## src/rtl/bullcow_game_param_if.sv

```systemverilog
// Signal bundle between the input conditioning, the bullcow_game_param engine
// and the display/score drivers.
// master: the input side (drives enter and sw, observes the game outputs).
// slave : the game engine (samples enter and sw, drives every game output).
// Entry protocol: enter is a level; the engine acts once per 0->1 transition
// of enter. sw must be stable in the cycle that transition is sampled.
interface bullcow_game_param_if #(
   parameter int DIGITS  = 4,
   parameter int DIGIT_W = 4,
   parameter int SCORE_W = 8
);
   localparam int CNT_W = $clog2(DIGITS + 1);

   logic                      enter;
   logic [DIGITS*DIGIT_W-1:0] sw;
   logic [CNT_W-1:0]          bull_count;
   logic [CNT_W-1:0]          cow_count;
   logic [2:0]                game_state;
   logic                      invalid;
   logic [1:0]                winner;
   logic [SCORE_W-1:0]        p1_points;
   logic [SCORE_W-1:0]        p2_points;

   modport master (
      output enter, sw,
      input  bull_count, cow_count, game_state, invalid, winner, p1_points, p2_points
   );

   modport slave (
      input  enter, sw,
      output bull_count, cow_count, game_state, invalid, winner, p1_points, p2_points
   );
endinterface

```

## src/rtl/bullcow_game_param.sv

```systemverilog
// Parametrised Bulls-and-Cows two-player game engine.
// Both players first enter a secret (SETUP1, SETUP2). They then take turns
// guessing the other player's secret (GUESS1, GUESS2) until one of them
// scores DIGITS bulls. The state register is visible on game_state.
// Optional feature macro: BULLCOW_ROUND_LIMIT_EN. When it is defined, the game
// ends in a draw after MAX_ROUNDS complete rounds with no winner.
module bullcow_game_param #(
   parameter int DIGITS     = 4,
   parameter int DIGIT_W    = 4,
   parameter int BASE       = 10,
   parameter int SCORE_W    = 8,
   parameter int MAX_ROUNDS = 10
) (
   input  logic                  clock,
   input  logic                  reset,
   bullcow_game_param_if.slave   bus
);
   localparam int CNT_W = $clog2(DIGITS + 1);
   localparam int SW_W  = DIGITS * DIGIT_W;

   typedef enum logic [2:0] {
      ST_SETUP1 = 3'b000,
      ST_SETUP2 = 3'b001,
      ST_GUESS1 = 3'b010,
      ST_GUESS2 = 3'b011,
      ST_END    = 3'b111
   } state_t;

   state_t             state_q, state_n;
   logic               enter_d;
   logic [SW_W-1:0]    secret1_q, secret1_n;
   logic [SW_W-1:0]    secret2_q, secret2_n;
   logic [CNT_W-1:0]   bull_q, bull_n;
   logic [CNT_W-1:0]   cow_q, cow_n;
   logic               invalid_q, invalid_n;
   logic [1:0]         winner_q, winner_n;
   logic [SCORE_W-1:0] p1_q, p1_n;
   logic [SCORE_W-1:0] p2_q, p2_n;

   logic               entry_event;
   logic               entry_valid;
   logic [SW_W-1:0]    target;
   logic [CNT_W-1:0]   bulls;
   logic [CNT_W-1:0]   cows;
   logic               cow_hit;
   logic               all_bulls;

`ifdef BULLCOW_ROUND_LIMIT_EN
   localparam int RND_W = $clog2(MAX_ROUNDS + 1);
   logic [RND_W-1:0] round_q, round_n, round_inc;
`endif

   // A held button yields one event: only the rising edge of enter counts.
   assign entry_event = bus.enter & ~enter_d;

   // Entry is valid when every digit is below BASE and all digits differ.
   always_comb begin
      entry_valid = 1'b1;
      for (int i = 0; i < DIGITS; i++) begin
         if (int'(bus.sw[i*DIGIT_W +: DIGIT_W]) >= BASE) begin
            entry_valid = 1'b0;
         end
         for (int j = i + 1; j < DIGITS; j++) begin
            if (bus.sw[i*DIGIT_W +: DIGIT_W] == bus.sw[j*DIGIT_W +: DIGIT_W]) begin
               entry_valid = 1'b0;
            end
         end
      end
   end

   // Score the live sw against the opponent's secret (P1 guesses secret2).
   always_comb begin
      target  = (state_q == ST_GUESS1) ? secret2_q : secret1_q;
      bulls   = '0;
      cows    = '0;
      cow_hit = 1'b0;
      for (int i = 0; i < DIGITS; i++) begin
         cow_hit = 1'b0;
         if (bus.sw[i*DIGIT_W +: DIGIT_W] == target[i*DIGIT_W +: DIGIT_W]) begin
            bulls = bulls + CNT_W'(1);
         end else begin
            for (int j = 0; j < DIGITS; j++) begin
               if ((j != i) &&
                   (bus.sw[i*DIGIT_W +: DIGIT_W] == target[j*DIGIT_W +: DIGIT_W])) begin
                  cow_hit = 1'b1;
               end
            end
            if (cow_hit) begin
               cows = cows + CNT_W'(1);
            end
         end
      end
      all_bulls = (int'(bulls) == DIGITS);
   end

   // Next-state and next-output logic; every register holds unless an event acts.
   always_comb begin
      state_n   = state_q;
      secret1_n = secret1_q;
      secret2_n = secret2_q;
      bull_n    = bull_q;
      cow_n     = cow_q;
      invalid_n = invalid_q;
      winner_n  = winner_q;
      p1_n      = p1_q;
      p2_n      = p2_q;
`ifdef BULLCOW_ROUND_LIMIT_EN
      round_n   = round_q;
      round_inc = round_q + RND_W'(1);
`endif
      case (state_q)
         ST_SETUP1: begin
            if (entry_event) begin
               if (entry_valid) begin
                  secret1_n = bus.sw;
                  invalid_n = 1'b0;
                  state_n   = ST_SETUP2;
               end else begin
                  invalid_n = 1'b1;
               end
            end
         end
         ST_SETUP2: begin
            if (entry_event) begin
               if (entry_valid) begin
                  secret2_n = bus.sw;
                  invalid_n = 1'b0;
                  bull_n    = '0;
                  cow_n     = '0;
`ifdef BULLCOW_ROUND_LIMIT_EN
                  round_n   = '0;
`endif
                  state_n   = ST_GUESS1;
               end else begin
                  invalid_n = 1'b1;
               end
            end
         end
         ST_GUESS1: begin
            if (entry_event) begin
               if (entry_valid) begin
                  invalid_n = 1'b0;
                  bull_n    = bulls;
                  cow_n     = cows;
                  if (all_bulls) begin
                     if (p1_q != {SCORE_W{1'b1}}) begin
                        p1_n = p1_q + SCORE_W'(1);
                     end
                     winner_n = 2'b01;
                     state_n  = ST_END;
                  end else begin
                     state_n = ST_GUESS2;
                  end
               end else begin
                  invalid_n = 1'b1;
               end
            end
         end
         ST_GUESS2: begin
            if (entry_event) begin
               if (entry_valid) begin
                  invalid_n = 1'b0;
                  bull_n    = bulls;
                  cow_n     = cows;
                  if (all_bulls) begin
                     if (p2_q != {SCORE_W{1'b1}}) begin
                        p2_n = p2_q + SCORE_W'(1);
                     end
                     winner_n = 2'b10;
                     state_n  = ST_END;
                  end else begin
                     state_n = ST_GUESS1;
`ifdef BULLCOW_ROUND_LIMIT_EN
                     // A miss closes the round; the last allowed round ends in a draw.
                     round_n = round_inc;
                     if (int'(round_inc) == MAX_ROUNDS) begin
                        winner_n = 2'b11;
                        state_n  = ST_END;
                     end
`endif
                  end
               end else begin
                  invalid_n = 1'b1;
               end
            end
         end
         ST_END: begin
            // Any press starts a new game; sw is not looked at, scores are kept.
            if (entry_event) begin
               secret1_n = '0;
               secret2_n = '0;
               bull_n    = '0;
               cow_n     = '0;
               winner_n  = 2'b00;
               invalid_n = 1'b0;
`ifdef BULLCOW_ROUND_LIMIT_EN
               round_n   = '0;
`endif
               state_n   = ST_SETUP1;
            end
         end
         default: begin
            state_n = ST_SETUP1;
         end
      endcase
   end

   // State and output registers, cleared asynchronously by reset.
   always_ff @(posedge clock or posedge reset) begin
      if (reset) begin
         state_q   <= ST_SETUP1;
         enter_d   <= 1'b0;
         secret1_q <= '0;
         secret2_q <= '0;
         bull_q    <= '0;
         cow_q     <= '0;
         invalid_q <= 1'b0;
         winner_q  <= 2'b00;
         p1_q      <= '0;
         p2_q      <= '0;
      end else begin
         state_q   <= state_n;
         enter_d   <= bus.enter;
         secret1_q <= secret1_n;
         secret2_q <= secret2_n;
         bull_q    <= bull_n;
         cow_q     <= cow_n;
         invalid_q <= invalid_n;
         winner_q  <= winner_n;
         p1_q      <= p1_n;
         p2_q      <= p2_n;
      end
   end

`ifdef BULLCOW_ROUND_LIMIT_EN
   // Completed-round counter used for the draw limit.
   always_ff @(posedge clock or posedge reset) begin
      if (reset) begin
         round_q <= '0;
      end else begin
         round_q <= round_n;
      end
   end
`endif

   assign bus.game_state = state_q;
   assign bus.bull_count = bull_q;
   assign bus.cow_count  = cow_q;
   assign bus.invalid    = invalid_q;
   assign bus.winner     = winner_q;
   assign bus.p1_points  = p1_q;
   assign bus.p2_points  = p2_q;
endmodule

```

## src/flat_wrapper.sv

```systemverilog
// flat-port wrapper written by rule: the top's interface ports become plain ports
module bullcow_game_param_flat 
#(
   parameter int DIGITS     = 4,
   parameter int DIGIT_W    = 4,
   parameter int BASE       = 10,
   parameter int SCORE_W    = 8,
   parameter int MAX_ROUNDS = 10
)
  (clock, reset, bus_enter, bus_sw, bus_bull_count, bus_cow_count, bus_game_state, bus_invalid, bus_winner, bus_p1_points, bus_p2_points);
  bullcow_game_param_if #(.DIGITS(DIGITS), .DIGIT_W(DIGIT_W), .SCORE_W(SCORE_W)) bus_i ();
  input  logic clock;
  input  logic reset;
  input wire logic [$bits(bus_i.enter)-1:0] bus_enter;
  input wire logic [$bits(bus_i.sw)-1:0] bus_sw;
  output wire logic [$bits(bus_i.bull_count)-1:0] bus_bull_count;
  output wire logic [$bits(bus_i.cow_count)-1:0] bus_cow_count;
  output wire logic [$bits(bus_i.game_state)-1:0] bus_game_state;
  output wire logic [$bits(bus_i.invalid)-1:0] bus_invalid;
  output wire logic [$bits(bus_i.winner)-1:0] bus_winner;
  output wire logic [$bits(bus_i.p1_points)-1:0] bus_p1_points;
  output wire logic [$bits(bus_i.p2_points)-1:0] bus_p2_points;
  assign bus_i.enter = bus_enter;
  assign bus_i.sw = bus_sw;
  assign bus_bull_count = bus_i.bull_count;
  assign bus_cow_count = bus_i.cow_count;
  assign bus_game_state = bus_i.game_state;
  assign bus_invalid = bus_i.invalid;
  assign bus_winner = bus_i.winner;
  assign bus_p1_points = bus_i.p1_points;
  assign bus_p2_points = bus_i.p2_points;
  bullcow_game_param #(.DIGITS(DIGITS), .DIGIT_W(DIGIT_W), .BASE(BASE), .SCORE_W(SCORE_W), .MAX_ROUNDS(MAX_ROUNDS)) u_core (.clock(clock), .reset(reset), .bus(bus_i));
endmodule
```

## config.mk

```make
export PLATFORM = sky130hd
export DESIGN_NAME = bullcow_game_param_flat
export DESIGN_NICKNAME = d
export VERILOG_FILES = /design/src/rtl/bullcow_game_param_if.sv /design/src/rtl/bullcow_game_param.sv /design/src/flat_wrapper.sv
export SDC_FILE = /design/constraint.sdc
export NUM_CORES = 1
export LEC_CHECK = 0
export CORE_ASPECT_RATIO = 1.75
export CORE_MARGIN = 2
export CORE_UTILIZATION = 45
export CTS_BUF_LIST = sky130_fd_sc_hd__clkbuf_16
export CTS_CLUSTER_SIZE = 14
export DETAILED_ROUTE_END_ITERATION = 8
export PLACE_DENSITY = 0.67
export SETUP_SLACK_MARGIN = 0.5
export SLEW_MARGIN = 10
export SYNTH_ARGS = -nofsm -noshare
export SYNTH_HDL_FRONTEND = slang
export SYNTH_SLANG_ARGS = --single-unit
```

## constraint.sdc

```tcl
create_clock -name clock -period 5.6 [get_ports clock]
set_clock_uncertainty 0.15 [all_clocks]
set_input_delay 1.12 -clock clock [delete_from_list [all_inputs] [get_ports clock]]
set_output_delay 1.12 -clock clock [all_outputs]
set_load 0.01 [all_outputs]
```

## After elaboration in Yosys (flattened, before gate mapping)

Cells that the tools add are included.

| storage, ports and cells | value |
|---|---|
| bits in registers | 61 |
| latch bits | 0 |
| RAM bits | 0 |
| bits in read-only memories | 0 |
| input port bits | 19 |
| output and inout bits | 28 |
| word-level logic and storage cells | 159 |
| memories kept | 0 |

| cells by class | value |
|---|---|
| $add $sub $neg | 8 |
| multiply operators | 0 |
| divide/modulo/power cells | 0 |
| magnitude comparators | 4 |
| eq/ne operators | 43 |
| shift operators | 0 |
| multiplexer cells | 76 |
| bitwise logic cells | 2 |
| reductions and logical operators | 16 |

Operators by type and width:

| operator | number |
|---|---|
| 4-bit equality test | 22 |
| 3-bit 2-to-1 mux | 26 |
| 16-bit 2-to-1 mux | 4 |
| 16-bit case mux with 2 select lines | 2 |
| 1-bit 2-to-1 mux | 32 |
| 2-bit by 1-bit != test with 1-bit output (second input constant) | 14 |
| 3-bit case mux with 3 select lines | 2 |
| 8-bit by 1-bit adder with 8-bit output (second input constant) | 2 |
| 4-bit >= comparator (second input constant) | 4 |
| 8-bit != test (second input constant) | 2 |
| 3-bit case mux with 5 select lines | 1 |
| 2-bit 2-to-1 mux | 7 |
| 3-bit by 1-bit adder with 3-bit output (second input constant) | 4 |
| 5-bit AND reduction | 2 |
| 9-bit AND reduction | 1 |
| 4-bit AND reduction | 2 |
| 8-bit AND reduction | 1 |
| 3-bit by 2-bit equality test with 1-bit output (second input constant) | 2 |
| 3-bit equality test (second input constant) | 2 |
| 2-bit case mux with 3 select lines | 1 |
| 6-bit AND reduction | 1 |
| 2-bit nonzero test | 3 |
| 3-bit nonzero test | 2 |
| 1-bit by 1-bit adder with 2-bit output (second input constant) | 2 |
| other kinds (8) | 8 |

## Depth between registers and ports, before layout

Gate-level depths: netlist of run 1.

| depth | value |
|---|---|
| depth in word-level cells | 21 |
| gate-level depth with buffers | 20 |
| gate-level depth less buffers | 15 |

## Worst setup path before layout of run 1

OpenSTA, ideal clock, no wires.

| path | value |
|---|---|
| path type | input to register |
| start point | input port bus_sw[2] |
| end point | register u_core.p2_q[1] (netlist: u_core.bus.p2_points[1]) |
| data arrival time | 4011 ps |
| required time | 5325 ps |
| setup slack | 1314 ps |
| stages | 13 |
| buffers on the path | 2 |
| path through | buf_2 -> buf_2 -> nor2b_1 -> a2111oi_0 -> o221a_2 -> o21ai_0 -> ha_1 -> xor2_2 -> ha_1 -> nor3_1 -> a32oi_2 -> nor4_2 -> mux2_2 |

| on the way | value |
|---|---|
| word-level cells in the longest chain between the ends | 12 |
| elaborated cells between the ends (all ways) | 24 |

RTL lines:

| element | line | text |
|---|---|---|
| start, declared | flat_wrapper.sv:15 | `input wire logic [$bits(bus_i.sw)-1:0] bus_sw;` |
| branches (longest 11 deep; another with 3-bit by 1-bit adder with 3-bit output) | n/a |  |
| 5-bit AND reduction (no line) * | n/a |  |
| end signal, assigned | bullcow_game_param.sv:231 | `p2_q <= p2_n;` |
| end, declared | bullcow_game_param.sv:38 | `logic [SCORE_W-1:0] p2_q, p2_n;` |

Every way passes the cells marked *.
A chain may end at the register's enable or synchronous reset.

## Worst setup path after layout of run 1

| path | value |
|---|---|
| start point | register u_core.state_q[0] (netlist: u_core.bus.game_state[0]) |
| end point | register u_core.cow_q[2] (netlist: u_core.bus.cow_count[2]) |

| on the way | value |
|---|---|
| word-level cells in the longest chain between the ends | 21 |
| elaborated cells between the ends (all ways) | 59 |

RTL lines:

| element | line | text |
|---|---|---|
| start, declared | bullcow_game_param.sv:29 | `state_t state_q, state_n;` |
| start signal, assigned | bullcow_game_param.sv:222 | `state_q <= state_n;` |
| 3-bit by 2-bit equality test with 1-bit output | bullcow_game_param.sv:73, bullcow_game_param.sv:111 |  |
| 16-bit 2-to-1 mux | bullcow_game_param.sv:73 | `target = (state_q == ST_GUESS1) ? secret2_q : secret1_q;` |
| 4-bit equality test | bullcow_game_param.sv:84 | `(bus.sw[i*DIGIT_W +: DIGIT_W] == target[j*DIGIT_W +: DIGIT_W])) begin` |
| 1-bit 2-to-1 mux (3 in a row) | bullcow_game_param.sv:83 | `if ((j != i) &&` |
| 1-bit 2-to-1 mux | bullcow_game_param.sv:79 | `if (bus.sw[i*DIGIT_W +: DIGIT_W] == target[i*DIGIT_W +: DIGIT_W]) begin` |
| 1-bit 2-to-1 mux | bullcow_game_param.sv:88 | `if (cow_hit) begin` |
| 1-bit 2-to-1 mux | bullcow_game_param.sv:79 |  |
| 1-bit by 1-bit adder with 2-bit output | bullcow_game_param.sv:89 | `cows = cows + CNT_W'(1);` |
| [3 not listed] | n/a |  |
| 3-bit 2-to-1 mux | bullcow_game_param.sv:88 |  |
| 3-bit 2-to-1 mux | bullcow_game_param.sv:79 |  |
| 3-bit by 1-bit adder with 3-bit output | bullcow_game_param.sv:89 |  |
| 3-bit 2-to-1 mux | bullcow_game_param.sv:88 |  |
| 3-bit 2-to-1 mux | bullcow_game_param.sv:79 |  |
| 3-bit 2-to-1 mux | bullcow_game_param.sv:141, bullcow_game_param.sv:161 |  |
| 3-bit 2-to-1 mux | bullcow_game_param.sv:160 | `if (entry_event) begin` |
| 3-bit case mux with 3 select lines | bullcow_game_param.sv:111 | `case (state_q)` |
| end signal, assigned | bullcow_game_param.sv:227 | `cow_q <= cow_n;` |
| end, declared | bullcow_game_param.sv:34 | `logic [CNT_W-1:0] cow_q, cow_n;` |

Several ways; a longest one is shown, not always the timed one. The select of a mux whose other input is x is not followed.

==> results.cfg, run 1 <==
[yosys]
synth_area_leader_cell = dfrtp_1
synth_edf_count = 0
synth.area.top_cells = dfrtp_1, xor2_1, xnor2_1, mux2_2, mux2i_1
ys_ff_latch = 61
synth_top_area_frac = 0.302
async_flop_share = 1.00
seq_area_frac_synth = 0.302
synth_area_per_cell_um2 = 8.94
syn_nets = 593
synth_cells = 566
yosys_warnings = 0
synth_area_um2 = 5060
synth.distinct_cells = 69
ys.flop_type = dfrtp_1

[critical_path]
cp-start-kind = register
cpMostUsedCell = ha_1
cp.required_ns = 5.69
cp-end-kind = register
critPathMaxFanout = 22
cpPeakStageDelay_ns = 0.69
crit_chain = or3b_1 > buf_4 > a2111oi_1 > a221oi_1 > nor3_1 > o31a_1 > ha_1 > mux2_2 > ha_1 > mux2_2 > ha_1 > inv_1 > nor2_1 > xnor2_1 > o21ai_0
cp.arrival_ns = 4.92
worst-setup-path-type = reg2reg
cp_slowest_cell = or3b_1

[placement]
place.gp.congestion = 1.01
place_area_um2 = 5630
place_hpwl_mm = 11.3
numPortBuffers = 46

[timing]
fin_crit_ns = 4.83
max_freq_mhz = 207
grt_setup_unrepaired = no
worst_slew_margin_rel = 0.527
timing.final.crit_share = 0.862
setup_viol = 0
drv_slew = 0
hold_violations = 0
worst_slew_pin_slew_ns = 0.710
whs_ns = 0.337
tns_ns = 0

[power_and_ir_drop]
static-leakage-power_nw = 2.62
power.density_nw_per_um2 = 384
p_sw_w = 0.000936
p_clk_frac = 0.234
p_int_w = 0.00135
pwr-share-comb = 0.430
swShare = 0.410
vdd_drop_max_mv = 0.267
finalPower_w = 0.00228
p_seq_frac = 0.336

[floorplan]
num_rows = 51
die_h_um = 144
dieArea_um2 = 12100
core_um2 = 11000
dieWidth_um = 84.2
start_util = 0.458
pin_count = 47

[cts]
cts.sinks = 61
cts.htree.levels = 3
clock_latency_ns = 0.33
cts_setup_buffers = 0
cts_tree = built
cts_buffers = 9
path_clk_slew_ns = 0.05
cts_root_buf = clkbuf_16
cts.path.max_buffers = 2

[finish]
mostFrequentLayoutCells = dfrtp_1, xor2_1, clkdlybuf4s50_1
fin_area_um2 = 5950
n_fill_cell = 1025
layout_commonest_cell = dfrtp_1
synthToLayoutAreaGrowth_pct = 17.6
post-route-util = 0.539
antenna_cells = 0
nets = 630
drive_gt1_frac = 0.145

[routing]
wl_mm = 15.7
viasPerCell = 6.18
drt_iter0_drc = 337
vias = 4575
ant_nets = 0
wl_per_cell_um = 21.2
drtPass1Iterations = 5
drc = 0

[grt]
grt_use_total = 0.265
grt_max_degree = 50
grt_pass1_vias = 4774
gr-total-overflow = 0
grt_pass1_wl_mm = 25.2
antenna_found_initial = 0

[min_path]
hp-class = reg2reg

[run_status]
status = finished clean

[job]
maxCapViolCount = 0
[worst max-delay path, delay by kind of cell (launching register included)]
family | cells | cell delay [ns]
AOI/OAI and AO/OA | 4 | 1.06
xor gates and xnor gates | 1 | 0.14
adders and majority gates | 3 | 0.72
buffers and inverters | 2 | 0.38
DFF | 1 | 0.57
muxes | 2 | 0.58
and+or+nand+nor | 3 | 1.13
[Yosys cell counts, drive strengths merged (9+ instances only)]
cell     number
a2111oi      10
a221oi       15
buf          32
clkbuf       17
dfrtp        61
inv          39
mux2         22
mux2i        22
nand2        34
nand3        16
nand4        15
nor2         23
nor2b        23
nor3          9
nor4         13
o21ai        36
xnor2        35
xor2         48
[kinds of logic after synthesis]
| group | after synthesis | share of synthesized area |
|---|---|---|
| flip-flops | 61 | 0.302 |
| adder cells (fa/ha/maj) | 8 | 0.0198 |
| multiplexers | 44 | 0.0949 |
| AO/OA/AOI/OAI | 118 | 0.176 |
| XOR/XNOR | 83 | 0.145 |
| AND/OR/NAND/NOR | 163 | 0.179 |
| buffers and inverters | 89 | 0.0831 |
[repair_timing]
action                                  4_1_cts  5_1_grt
gates resized for setup                       0        7
endpoints found under the setup margin        0       19
hold buffers                                  0        0
[sequential cells by signal, indices dropped and copies added, names as in the netlist]
name	cells
u_core.bus.cow_count	3
u_core.bus.winner	2
u_core.bus.bull_count	3
u_core.bus.invalid	1
u_core.bus.p1_points	8
u_core.enter_d	1
u_core.bus.p2_points	8
u_core.bus.game_state	3
u_core.secret1_q	16
u_core.secret2_q	16
[power by group through the flow]
| stage | sequential (W) | clock, W | combinational, W |
|---|---|---|---|
| 2_1_floorplan | 0.000682 | 0 | 0.000749 |
| 3_3_place_gp | 0.000756 | 0 | 0.000933 |
| 3_5_place_dp | 0.000761 | 0 | 0.000957 |
| 4_1_cts | 0.000753 | 0.000542 | 0.000966 |
| 5_1_grt | 0.000776 | 0.000561 | 0.00109 |
| 6_report | 0.000768 | 0.000534 | 0.000982 |
[per-layer routing]
| metal | GRT usage | part of all wire | vias up |
|---|---|---|---|
| met3 | 0.0451 | 0.052 | 43 |
| li1 | - | - | 2097 |
| met5 | 0 | 0 | - |
| met2 | 0.468 | 0.51 | 190 |
| met4 | 0.143 | 0.044 | 0 |
| met1 | 0.302 | 0.39 | 2245 |
[worst paths after layout]
kind / start / endpoint / slack (ns) / cells after the start
min in group asynchronous: reset / u_core.secret2_q[9] / 0.89 / 2
setup reg to reg: u_core.bus.game_state[0] / u_core.bus.cow_count[2] / 0.77 / 15
max in group asynchronous: reset / u_core.secret2_q[4] / 3.48 / 3
hold / removal: u_core.bus.p2_points[4] / u_core.bus.p2_points[4] / 0.34 / 1
setup / recovery: u_core.bus.game_state[0] / u_core.bus.cow_count[2] / 0.77 / 15
hold reg to reg: u_core.bus.p2_points[4] / u_core.bus.p2_points[4] / 0.34 / 1
[per-stage QoR]
step | worst slack [ns] | instances
6_report | 0.772 | 740
5_1_grt | 0.556 | 740
4_1_cts | 0.516 | 740
3_5_place_dp | 0.168 | 724
3_3_place_gp | 0.285 | 724
2_1_floorplan | 1.31 | 566
[final cells by class]
cell class	count	area (um2)	share of cell area
clock buffer	9	225	0.0378
inverter	40	150	0.0252
clock inverter	7	58.8	0.00988
tap	132	165	0.0277
multi-input combinational	416	3150	0.529
sequential	61	1530	0.256
timing repair buffer	75	678	0.114
Power figures use the tool's default switching activity.
==> inputs of run 2 (changes only) <==
--- a/config.mk
+++ b/config.mk
@@ -13,7 +13,7 @@
 export DETAILED_ROUTE_END_ITERATION = 8
 export PLACE_DENSITY = 0.67
 export SETUP_SLACK_MARGIN = 0.5
-export SLEW_MARGIN = 10
+export SLEW_MARGIN = 15
 export SYNTH_ARGS = -nofsm -noshare
 export SYNTH_HDL_FRONTEND = slang
 export SYNTH_SLANG_ARGS = --single-unit
==> results of run 2 <==
Final layout, timing and power as in run 1 (identical DEF).
==> inputs of run 3 (changes only) <==
--- a/config.mk
+++ b/config.mk
@@ -11,6 +11,7 @@
 export CTS_BUF_LIST = sky130_fd_sc_hd__clkbuf_16
 export CTS_CLUSTER_SIZE = 14
 export DETAILED_ROUTE_END_ITERATION = 8
+export HOLD_SLACK_MARGIN = 0.12
 export PLACE_DENSITY = 0.67
 export SETUP_SLACK_MARGIN = 0.5
 export SLEW_MARGIN = 15
==> results of run 3 <==
Final layout, timing and power as in run 1 (identical DEF).
